## config.mk

```make
export PLATFORM = sky130hd
export DESIGN_NAME = imm_ext_pipe
export DESIGN_NICKNAME = d
export VERILOG_FILES = /design/src/rtl/imm_ext_pkg.sv /design/src/rtl/imm_ext_skid.sv /design/src/rtl/imm_ext_pipe.sv
export SDC_FILE = /design/constraint.sdc
export NUM_CORES = 1
export LEC_CHECK = 0
export ABC_AREA = 1
export CORE_ASPECT_RATIO = 1.75
export CORE_UTILIZATION = 30
export DETAILED_ROUTE_END_ITERATION = 16
export PLACE_DENSITY_LB_ADDON = 0.3
export SYNTH_ARGS = -nofsm -noshare
export SYNTH_HDL_FRONTEND = slang
export SYNTH_SLANG_ARGS = --single-unit
export TNS_END_PERCENT = 20
```

## constraint.sdc

```tcl
create_clock -name clk -period 2.8 [get_ports clk]
set_input_delay 0.56 -clock clk [delete_from_list [all_inputs] [get_ports clk]]
set_output_delay 0.56 -clock clk [all_outputs]
set_load 0.05 [all_outputs]
```

## src/rtl/imm_ext_pkg.sv

```systemverilog
// Shared definitions for the immediate-extension pipeline: op field width and
// extension-mode encodings.
package imm_ext_pkg;

  localparam int OP_W = 3;

  typedef enum logic [OP_W-1:0] {
    OP_SEXT     = 3'b000,
    OP_ZEXT     = 3'b001,
    OP_HIGH     = 3'b010,
    OP_SEXT_SHL = 3'b011,
    OP_ZEXT_SHL = 3'b100
  } op_e;

  // Encodings above OP_ZEXT_SHL are reserved.
  function automatic logic op_is_legal(input logic [OP_W-1:0] op);
    return (op <= OP_ZEXT_SHL);
  endfunction

endpackage

```

## src/rtl/imm_ext_skid.sv

```systemverilog
// Two-entry skid FIFO with a valid/ready handshake on both sides. Ready and
// valid are registered, so in_ready never depends combinationally on out_ready.
module imm_ext_skid #(
  parameter int W = 36
) (
  input  logic         clk,
  input  logic         reset,
  input  logic         i_push_valid,
  output logic         o_push_ready,
  input  logic [W-1:0] i_push_data,
  output logic         o_pop_valid,
  input  logic         i_pop_ready,
  output logic [W-1:0] o_pop_data
);

  logic [1:0]   r_count;
  logic         r_in_ready;
  logic         r_out_valid;
  logic [W-1:0] r_head;
  logic [W-1:0] r_tail;

  logic         w_push;
  logic         w_pop;
  logic [1:0]   w_count_nxt;

  assign w_push = i_push_valid & r_in_ready;
  assign w_pop  = r_out_valid & i_pop_ready;

  // Occupancy after this edge's transfers.
  always_comb begin
    w_count_nxt = r_count;
    if (w_push && !w_pop) begin
      w_count_nxt = r_count + 2'd1;
    end else if (!w_push && w_pop) begin
      w_count_nxt = r_count - 2'd1;
    end else begin
      w_count_nxt = r_count;
    end
  end

  // Storage update: r_head is always the oldest entry.
  always_ff @(posedge clk) begin
    if (reset) begin
      r_count     <= 2'd0;
      r_in_ready  <= 1'b1;
      r_out_valid <= 1'b0;
      r_head      <= '0;
      r_tail      <= '0;
    end else begin
      r_count     <= w_count_nxt;
      r_in_ready  <= (w_count_nxt != 2'd2);
      r_out_valid <= (w_count_nxt != 2'd0);
      case ({w_push, w_pop})
        2'b10: begin
          if (r_count == 2'd0) begin
            r_head <= i_push_data;
          end else begin
            r_tail <= i_push_data;
          end
        end
        2'b01: r_head <= r_tail;
        2'b11: begin
          if (r_count == 2'd1) begin
            r_head <= i_push_data;
          end else begin
            r_head <= r_tail;
            r_tail <= i_push_data;
          end
        end
        default: ;
      endcase
    end
  end

  assign o_push_ready = r_in_ready;
  assign o_pop_valid  = r_out_valid;
  assign o_pop_data   = r_head;

endmodule

```

## src/rtl/imm_ext_pipe.sv

```systemverilog
// Immediate extender feeding a 2-entry skid buffer (1-cycle latency).
// Define IMM_EXT_ILLEGAL_FLAG_EN to zero illegal ops and expose a sticky err port.
module imm_ext_pipe
  import imm_ext_pkg::*;
#(
  parameter int IMM_W  = 16,
  parameter int DATA_W = 32,
  parameter int SHAMT  = 2,
  parameter int TAG_W  = 4
) (
  input  logic              clk,
  input  logic              reset,
  input  logic              in_valid,
  output logic              in_ready,
  input  logic [IMM_W-1:0]  in_imm,
  input  logic [OP_W-1:0]   in_op,
  input  logic [TAG_W-1:0]  in_tag,
  output logic              out_valid,
  input  logic              out_ready,
  output logic [DATA_W-1:0] out_data,
  output logic [TAG_W-1:0]  out_tag
`ifdef IMM_EXT_ILLEGAL_FLAG_EN
  ,
  output logic              err
`endif
);

  generate
    if ((DATA_W < IMM_W + SHAMT) || (DATA_W <= IMM_W)) begin : g_param_check
      $error("imm_ext_pipe: DATA_W must exceed IMM_W and hold IMM_W+SHAMT bits");
    end
  endgenerate

  logic [DATA_W-1:0]       w_sext;
  logic [DATA_W-1:0]       w_zext;
  logic [DATA_W-1:0]       w_high;
  logic [DATA_W-1:0]       w_ext;
  logic [DATA_W+TAG_W-1:0] w_pop_data;

  assign w_sext = {{(DATA_W-IMM_W){in_imm[IMM_W-1]}}, in_imm};
  assign w_zext = {{(DATA_W-IMM_W){1'b0}}, in_imm};
  assign w_high = {in_imm, {(DATA_W-IMM_W){1'b0}}};

  // Extension mode select; reserved ops depend on the illegal-flag build.
  always_comb begin
    w_ext = w_sext;
    case (in_op)
      OP_SEXT:     w_ext = w_sext;
      OP_ZEXT:     w_ext = w_zext;
      OP_HIGH:     w_ext = w_high;
      OP_SEXT_SHL: w_ext = w_sext << SHAMT;
      OP_ZEXT_SHL: w_ext = w_zext << SHAMT;
`ifdef IMM_EXT_ILLEGAL_FLAG_EN
      default:     w_ext = '0;
`else
      default:     w_ext = w_sext;
`endif
    endcase
  end

  imm_ext_skid #(
    .W (DATA_W + TAG_W)
  ) u_skid (
    .clk          (clk),
    .reset        (reset),
    .i_push_valid (in_valid),
    .o_push_ready (in_ready),
    .i_push_data  ({w_ext, in_tag}),
    .o_pop_valid  (out_valid),
    .i_pop_ready  (out_ready),
    .o_pop_data   (w_pop_data)
  );

  assign out_data = w_pop_data[DATA_W+TAG_W-1:TAG_W];
  assign out_tag  = w_pop_data[TAG_W-1:0];

`ifdef IMM_EXT_ILLEGAL_FLAG_EN
  logic r_err;

  // Sticky flag, set on the edge that accepts a reserved op.
  always_ff @(posedge clk) begin
    if (reset) begin
      r_err <= 1'b0;
    end else if (in_valid && in_ready && !op_is_legal(in_op)) begin
      r_err <= 1'b1;
    end else begin
      r_err <= r_err;
    end
  end

  assign err = r_err;
`endif

endmodule
```

==> run metrics, run 1 <==
Slew Limit Headroom=58.32%; initial antenna violation count=0; Synth Instances=619; largest net degree at the start of global routing=36; # diodes=0; Post-Synth Simple-Gate Area=21.97%; Total Negative Setup Slacks=0 ns; CTS root buf=clkbuf_16; Final Skew=0.006314 ns; Compound-Gate Fraction of Synth Area=25.49%; Routed WL=11,810 µm; area grow syn2layout=27.50%; 1st-iter DRT viols=160; Setup crit end=u_skid.o_pop_data[22]; initial core utilization=30.62%; unrepaired setup endpoints after global routing=no; R2R depth=8; CTS Sinks=76; core area=13,840 µm²; max-slew violation count=0; layout cells sized above 1=11.31%; PostCTS Resize Cnt=0; Setup violations, final=0; Leak=0.002589 µW; Detail Placement HPWL=8615 µm; CTS buffer count=9; syn_nets=648; CP Data Arrival Time=2.37 ns; Critical Path, Cell by Cell=clkdlybuf4s50_1 -> buf_12 -> inv_2 -> nand3_4 -> nand2_4 -> nor2_8 -> nand2_4 -> nand2_1 -> nand2_1 -> a21oi_1; #FFs+latches synth=76; leading area contributor after synthesis=dfxtp_1; DR vias=4,007; post-synthesis cell type count=30; Avg Vias per Cell=4.720; syn_area_per_cell=6.844 µm²; worst flop-to-flop path startpoint=u_skid.r_count[1]; slowest CP cell=clkdlybuf4s50_1; Placer Congestion=0.9437; most frequent cells in the layout=118 x inv_1, 98 x o21ai_0, 81 x nand2_1; Synth Cell Area=4237 µm²; number of placed I/O pins=65; vias in the first global route=3,941; CTS tree=yes; post-CTS setup buffer count=0; mux share of post-synthesis cell area=0%; xor/xnor share of the synthesized area=0.2067%; Hold Violations, Final=0; CP Max Fanout=18; final worst path period need=2.114 ns; largest family of logic cells by synthesized area=compound AO/OA/AOI/OAI gates; TritonRoute pass-1 iters=7; asr flop ratio synth=0%; Slew @ Worst Pin=0.6228 ns; Worst Setup SP=in_op[1]; total power=6003 µW; most common cell after layout, fill and taps aside=inv_1; first-pass GRT wire length=19,720 µm; total grt overflow=0; Crit. End Element=flop; Crit Path Class=in -> reg; WL/cell=13.91 µm; Ys Warns=0; worst reg2reg endpoint=u_skid.o_pop_data[21]; top cells by area, synth=dfxtp_1 36%, o21ai_0 12%, inv_1 10%, nand2_1 7.2%, o21bai_1 4.8%; Layout Nets=697; Port Buffer Count=64; ratio of total power to cell area=1111 nW/µm²; Die ar.=14,620 µm²; all-layer global routing usage=17.01%; Synth top area share=35.91%; flop2flop setup slack=0.97 ns; Clock transition at path regs=0.06 ns; startpoint types=input pin; number of flops mapped to enable cells by yosys=0; clock latency on the worst-skew pair=0.34 ns; final worst path period share=75.48%; maximum clock rate=473.1 MHz; H-tree depth=3; Primary FF master, synth=dfxtp_1; DRC Markers=0; HP Class=reg -> reg; outcome=finished clean; Max-Cap Viols=0; Crit path required time=3.06 ns; Antenna Violating Nets Remaining=0; Clock Path Buffers=2; die height=159.2 µm; Die X-Extent=91.83 µm; row count=57; Seq/Total Area, Yosys=35.91%; Worst path max stage delay=0.63 ns; peak supply drop=0.0004698 V; quantity of hold-fixing buffers added after cts=0; Post-Synth Adder-Cell Area=0.5907%
## final cells by class
type / instances / area (µm²)
flip-flops and latches: 76 / 1521
repair buffers: 79 / 840.8
inverters: 120 / 455.4
well taps: 177 / 221.5
multi-input cells: 382 / 2059
fillers: 1482 / 8434
clock buffers: 12 / 256.5
clock inverters: 3 / 46.29
## worst min-delay path by stage
stage	start	to	slack [ns]	cells after the start
2_1_floorplan	u_skid.r_tail[0]	u_skid.r_tail[0]	0.47	2
3_3_place_gp	u_skid.r_tail[0]	u_skid.r_tail[0]	0.48	2
3_5_place_dp	u_skid.r_tail[2]	u_skid.r_tail[2]	0.48	2
4_1_cts	u_skid.r_tail[2]	u_skid.r_tail[2]	0.49	2
5_1_grt	u_skid.r_tail[2]	u_skid.r_tail[2]	0.53	2
6_report	u_skid.r_tail[1]	u_skid.r_tail[1]	0.49	2
## cells by family (layout without fill, tap and decap cells)
logic type	after synthesis	in the layout
AOI/OAI and AO/OA	191	191
and+or+nand+nor	188	188
buffers and inverters	161	214
DFF	76	76
adders and majority gates	2	2
xor gates and xnor gates	1	1
## Yosys cell counts (2+ instances only)
library cell,instances
nor2_8,2
o21bai_1,27
nand3_1,23
a21oi_2,10
nand4_1,14
nor2_1,37
nand2_4,4
buf_4,3
a21oi_1,40
buf_2,10
buf_6,5
nand3_4,2
o21ai_1,9
o21ai_0,98
ha_1,2
clkbuf_1,21
nand2_1,81
nand2_2,22
inv_1,118
buf_1,2
o21ai_2,2
dfxtp_1,76
a211oi_1,4
## stage by stage
| stage | cell area (µm²) | util [%] | hold slack, ns | setup WS, ns | instances |
|---|---|---|---|---|---|
| 2_1_floorplan | 4237 | - | 0.4663 | 1.110 | 619 |
| 3_3_place_gp | 5099 | 36.85 | 0.4787 | 0.4165 | 834 |
| 3_5_place_dp | 5099 | 36.85 | 0.4840 | 0.3499 | 834 |
| 4_1_cts | 5401 | 39.04 | 0.4924 | 0.6983 | 849 |
| 5_1_grt | 5401 | 39.04 | 0.5321 | 0.5493 | 849 |
| 6_report | 5401 | 39.04 | 0.4927 | 0.6865 | 849 |
## sequential cells by signal, summed over array words and instances, names as in the netlist
name / count
u_skid.r_count: 2
u_skid.r_tail: 36
u_skid.o_pop_valid: 1
u_skid.o_push_ready: 1
u_skid.o_pop_data: 36
## routing by layer
metal  GRT usage, %  part of all wire [%]  wire (µm)  vias up
met5              0                     0          0        -
met3          2.722                   3.6        424       27
li1               -                     -          -     2056
met1          18.29                    40       4680     1820
met4          8.168                   3.3        394        0
met2          31.68                    53       6312      104
## where the power goes
part | switching, µW | internal, µW | total (µW)
sequential | 220 | 1540 | 1760
combinational | 2010 | 1040 | 3050
clock | 454 | 736 | 1190
## critical path, delay by kind of cell
family | cells | cell delay [ns]
AO/OA/AOI/OAI | 1 | 0.16
buffers and inverters | 3 | 0.88
AND/OR/NAND/NOR | 6 | 0.76
(Power assumes the default switching activity.)
==> inputs of run 2 (changes only) <==
==> constraint.sdc (replaced) <==
create_clock -name clk -period 1.7 [get_ports clk]
set_input_delay 0.34 -clock clk [delete_from_list [all_inputs] [get_ports clk]]
set_output_delay 0.34 -clock clk [all_outputs]
set_load 0.05 [all_outputs]
==> run metrics, run 2 (synthesis gave the netlist of run 1 again) <==
Clock Path Buffers=2 (unchanged); Sw Ratio=45.78% (+1.0 points); Final Skew=0.006923 ns (+0.0006088 ns); row count=57 (unchanged); Antenna Violating Nets Remaining=0 (unchanged); area grow syn2layout=32.07%; WL/cell=13.53 µm (-2.8%); Slew @ Worst Pin=0.3727 ns (-0.2501 ns); TritonRoute pass-1 iters=5 (-2); quantity of hold-fixing buffers added after cts=0 (unchanged); Slew Limit Headroom=74.89% (+17 points); CP Data Arrival Time=1.81 ns (-0.56 ns); 1st-iter DRT viols=203 (+27%); DRC Markers=0 (unchanged); number of placed I/O pins=65 (unchanged); Port Buffer Count=64 (unchanged); total grt overflow=0 (unchanged); Setup violations, final=0 (unchanged); outcome=finished clean; clock share of power=18.4% (-1.4 points); final worst path period share=92.78%; startpoint types=input pin; Total Negative Setup Slacks=0 ns (unchanged); Crit Path Class=in -> reg; core area=13,840 µm² (unchanged); CTS buffer count=9 (unchanged); Placer Congestion=0.9390 (-0.50%); vias in the first global route=4,057 (+2.9%); most frequent cells in the layout=118 x inv_1, 97 x o21ai_0, 80 x nand2_1; Crit. End Element=flop; final worst path period need=1.577 ns; CTS tree=yes; Hold Violations, Final=0 (unchanged); first-pass GRT wire length=19,960 µm (+1.2%); clock latency on the worst-skew pair=0.34 ns (about the same); die height=159.2 µm (unchanged); Cells after DPL=863 (+3.5%); worst hold margin=0.4971 ns (+0.004387 ns); unrepaired setup endpoints after global routing=no; initial antenna violation count=0 (unchanged); Max-Cap Viols=0 (unchanged); Detail Placement HPWL=8840 µm (+2.6%); all-layer global routing usage=17.15% (+0.14 points); share of power burned in registers=29.3% (about the same); DR vias=4,192 (+4.6%); Avg Vias per Cell=4.769 (+1.0%); largest net degree at the start of global routing=46 (+28%); fin cells=879 (+3.5%); layout cells sized above 1=20.94% (+9.6 points); initial core utilization=30.62% (unchanged); CTS Sinks=76 (unchanged); Routed WL=11,890 µm (+0.67%); peak supply drop=0.001268 V (+170%); Combinational Power Share=52.2% (+1.4 points); Layout Nets=726 (+4.2%); H-tree depth=3 (unchanged); maximum clock rate=634.0 MHz; Die ar.=14,620 µm² (unchanged); CP Max Fanout=15 (-3); most common cell after layout, fill and taps aside=inv_1; ratio of total power to cell area=1771 nW/µm² (+59%); Leak=0.002814 µW (+8.7%); max-slew violation count=0 (unchanged); CTS root buf=clkbuf_16; P_int=5374 µW (+62%); Final Util=40.44% (+1.4 points); switching power=4537 µW (+69%); HP Class=reg -> reg; # diodes=0 (unchanged); Crit path required time=1.93 ns (-1.13 ns); post-CTS setup buffer count=0 (unchanged); Clock transition at path regs=0.07 ns (about the same); Die X-Extent=91.83 µm (unchanged)
-- run 2: what timing repair did --
item	CTS	global route
endpoints found under the setup margin	0	3
endpoints found under the hold margin	0	0
gates resized for setup	0	3
-- run 2: path summary, 6_finish.rpt --
check	startpoint	end	slack, ns	cells past startpoint
max reg2reg	u_skid.r_count[0]	u_skid.r_tail[34]	0.17	9
min reg2reg	u_skid.r_tail[0]	u_skid.r_tail[0]	0.50	2
min	u_skid.r_tail[0]	u_skid.r_tail[0]	0.50	2
max	in_op[1]	u_skid.r_tail[18]	0.12	10
-- run 2: routing by layer --
| metal | track usage [%] | vias up | wire length, µm |
|---|---|---|---|
| met2 | 31.20 | 106 | 6356 |
| met1 | 18.73 | 1941 | 4661 |
| li1 | - | 2119 | - |
| met3 | 2.531 | 26 | 419 |
| met5 | 0 | - | 0 |
| met4 | 9.375 | 0 | 453 |
-- run 2: area by class of cell --
cell class,instances,area [µm²]
clock buffer,9,225.2
clock inverter,7,55.05
fill,1436,8240
inverter,120,455.4
multi-input combinational,382,2066
sequential,76,1521
tap,177,221.5
timing repair buffer,108,1051
-- run 2: power groups by stage --
stage          logic, µW  clock network [µW]  registers, µW
2_1_floorplan       2180                   0           4180
6_report            5180                1830           2900
5_1_grt             5700                1960           3000
4_1_cts             5230                1890           2910
3_3_place_gp        5130                   0           2920
3_5_place_dp        5200                   0           2940
-- run 2: critical path, stage by stage --
cell,delay (ns)
clkdlybuf4s50_1,0.51
buf_12,0.15
inv_2,0.05
nand3_4,0.08
buf_12,0.15
nor2_1,0.05
nor2_1,0.10
nand2_1,0.15
o21bai_1,0.18
inv_1,0.05
-- run 2: through the flow --
step / total power [µW] / worst slack (ns) / area [µm²]
finish: 9910 / 0.1227 / 5595
global route: 10660 / 0.01668 / 5595
CTS: 10030 / 0.07730 / 5589
detailed placement: 8135 / -0.2843 / 5309
floorplan: 6361 / 0.009535 / 4237
global placement: 8051 / -0.2647 / 5309
==> inputs of run 3 (changes only) <==
--- a/config.mk
+++ b/config.mk
@@ -5,10 +5,10 @@
 export SDC_FILE = /design/constraint.sdc
 export NUM_CORES = 1
 export LEC_CHECK = 0
-export ABC_AREA = 1
 export CORE_ASPECT_RATIO = 1.75
-export CORE_UTILIZATION = 30
+export CORE_UTILIZATION = 57
 export DETAILED_ROUTE_END_ITERATION = 16
+export DONT_BUFFER_PORTS = 1
 export PLACE_DENSITY_LB_ADDON = 0.3
 export SYNTH_ARGS = -nofsm -noshare
 export SYNTH_HDL_FRONTEND = slang
==> run metrics, run 3 <==
outcome=finished, violations left; failing checks=setup timing; Crit Path Class=reg -> reg; Post-Synth Adder-Cell Area=0.9236% (+0.33 points); DRC Markers=0 (unchanged); peak supply drop=0.001020 V (-19%); 1st-iter DRT viols=240 (+18%); Worst path max stage delay=0.34 ns (-0.17 ns); Critical Path, Cell by Cell=inv_2 -> ha_2 -> and3_4 -> a211oi_4 -> buf_6 -> buf_4 -> clkbuf_16 -> nor2_1 -> a211oi_2; fin cells=552 (-37%); Cells after DPL=527 (-39%); Crit path required time=1.95 ns (+0.02 ns); worst hold margin=0.08669 ns (-0.4104 ns); all-layer global routing usage=28.16% (+11 points); Port Buffer Count=0 (-100%); total grt overflow=0 (unchanged); number of placed I/O pins=65 (unchanged); Hold Violations, Final=0 (unchanged); largest family of logic cells by synthesized area=compound AO/OA/AOI/OAI gates; core area=6588 µm² (-52%); max-slew violation count=0 (unchanged); commonest cells in the synthesized netlist=76 x dfxtp_1, 47 x nor2_1, 44 x nand2_1, 39 x o21ai_0, 38 x a211oi_1; most frequent cells in the layout=72 x dfxtp_1, 46 x nor2_1, 44 x nand2_1; Synth Instances=453 (-27%); worst reg2reg endpoint=u_skid.r_tail[12]; initial antenna violation count=0 (unchanged); Synth Cell Area=3929 µm² (-7.3%); Ys Warns=0 (unchanged); largest net degree at the start of global routing=49 (+6.5%); xor/xnor share of the synthesized area=1.019% (+0.81 points); mux share of post-synthesis cell area=5.191% (+5.2 points); Avg Vias per Cell=6.428 (+35%); slowest CP cell=dfxtp_2; asr flop ratio synth=0% (unchanged); Slew @ Worst Pin=0.6099 ns (+0.2372 ns); Setup violations, final=2 (+2); worst flop-to-flop path startpoint=u_skid.r_count[1]; Slew Limit Headroom=59.30% (-16 points); Post-Synth Simple-Gate Area=16.82% (-5.2 points); most common cell after layout, fill and taps aside=dfxtp_1; final worst path period need=1.724 ns (+0.1469 ns); CTS buffer count=9 (unchanged); row count=39 (-32%); quantity of hold-fixing buffers added after cts=0 (unchanged); # diodes=0 (unchanged); DR vias=3,548 (-15%); final worst path period share=101.4% (+8.6 points); CP Max Fanout=8 (-7); most common cell in the netlist=dfxtp_1; post-synthesis cell type count=52 (+73%); Placer Congestion=0.7882 (-16%); initial core utilization=59.64% (+29 points); Max-Cap Viols=0 (unchanged); vias in the first global route=3,142 (-23%); Clock Path Buffers=2 (unchanged); leading area contributor after synthesis=dfxtp_1; first-pass GRT wire length=15,740 µm (-21%); die height=111.8 µm (-30%); maximum clock rate=580.0 MHz (-8.5%); area grow syn2layout=16.66%; #FFs+latches synth=76 (unchanged); Crit. End Element=flop; Setup crit end=u_skid.r_tail[12]; Leak=0.001732 µW (-38%); Routed WL=10,860 µm (-8.6%); Clock transition at path regs=0.06 ns (about the same); Synth top area share=38.73% (+2.8 points); R2R depth=9 (unchanged); unrepaired setup endpoints after global routing=yes; Antenna Violating Nets Remaining=0 (unchanged); CTS Sinks=76 (unchanged); HP Class=in -> reg; clock latency on the worst-skew pair=0.33 ns (about the same); Die ar.=7242 µm² (-50%); CP Data Arrival Time=1.97 ns (+0.16 ns); syn_nets=482 (-26%); top cells by area, synth=dfxtp_1 39%, a211oi_1 7.3%, a211oi_2 5.4%, o21ai_0 5.0%, nor2_1 4.5%; CTS tree=yes; layout cells sized above 1=22.77% (+1.8 points); Detail Placement HPWL=6863 µm (-22%); syn_area_per_cell=8.673 µm² (+27%); Compound-Gate Fraction of Synth Area=30.92% (+5.4 points); Final WS setup=-0.02422 ns (-0.1469 ns); number of flops mapped to enable cells by yosys=0 (unchanged); TritonRoute pass-1 iters=5 (unchanged); CTS root buf=clkbuf_16; H-tree depth=3 (unchanged); startpoint types=flop; Die X-Extent=64.76 µm (-29%); flop2flop setup slack=-0.02 ns (-0.19 ns); ratio of total power to cell area=1947 nW/µm² (+9.9%); Worst Setup SP=u_skid.r_count[1]; Primary FF master, synth=dfxtp_1; Seq/Total Area, Yosys=38.73% (+2.8 points); Layout Nets=495 (-32%); Final Skew=0.005811 ns (-0.001112 ns); WL/cell=19.68 µm (+45%)
## run 3: cell types whose count changed in the layout (fill, tap and decap cells not counted), moves of 14 or more
cell             change
nor2b_1             +14
a211oi_1            +31
clkdlybuf4s50_1     -26
a211oi_2            +20
nand3_1             -14
o21ai_0             -58
a21oi_1             -24
nand2_1             -36
buf_4               -37
inv_1              -114
o21bai_1            -27
nand4_1             -14
nand2_2             -21
## run 3: layout make-up
| cell class | count | area (µm²) |
|---|---|---|
| clock buffers | 11 | 242.7 |
| multi-input cells | 330 | 2188 |
| flip-flops and latches | 76 | 1526 |
| clock inverters | 4 | 26.28 |
| fillers | 513 | 2004 |
| well taps | 82 | 102.6 |
| inverters | 5 | 18.77 |
| repair buffers | 44 | 478.0 |
## run 3: worst min path at each step
stage	slack (ns)	depth (start not counted)	from	endpoint
after CTS	0.07	1	reset	u_skid.r_tail[12]
after floorplan	0.44	2	u_skid.r_tail[6]	u_skid.o_pop_data[6]
after global routing	0.07	1	reset	u_skid.r_tail[4]
after detailed placement	0.41	1	reset	u_skid.r_tail[13]
final	0.09	1	reset	u_skid.r_tail[0]
after global placement	0.41	1	reset	u_skid.r_tail[33]
## run 3: per-stage QoR
step	power [µW]	setup TNS [ns]	worst slack (ns)	util [%]	area (µm²)
CTS	8293	-0.06898	-0.03976	66.34	4370
global placement	6458	0	0.05872	62.15	4094
detailed placement	6558	-0.07720	-0.02650	62.15	4094
global route	9332	-0.2313	-0.06926	69.57	4583
floorplan	5821	0	0.06180	-	3931
finish	8924	-0.02545	-0.02422	69.57	4583
## run 3: critical path: cells and delay by family (launching register included)
family	cells	cell delay [ns]
simple gates	2	0.21
fa+ha+maj	1	0.16
flops	1	0.34
buf+inv	4	0.53
compound gates	2	0.41
## run 3: metal layers
metal,routed length [µm],GRT usage (%),up-vias
met3,590,6.045,28
met5,0,0,-
met4,518,14.52,0
met2,5628,48.47,128
li1,-,-,1685
met1,4126,31.60,1707
## run 3: report_power, final
part	leakage, µW	total, µW	internal (µW)	switching, µW
sequential	0.000626	3380	2430	955
clock	0.000131	1720	1020	706
combinational	0.000975	3820	1640	2180
total	0.00173	8920	5080	3840
## run 3: cell families after synthesis
logic type | Yosys count
compound gates | 163
simple gates | 142
flops | 76
buf+inv | 47
mux | 19
xor+xnor | 3
fa+ha+maj | 3
## run 3: repair_timing
| action | CTS | global route |
|---|---|---|
| endpoints found under the setup margin | 12 | 55 |
| cloned | 0 | 5 |
| buffers inserted | 0 | 5 |
| pin swaps | 0 | 4 |
| resized for setup | 2 | 14 |
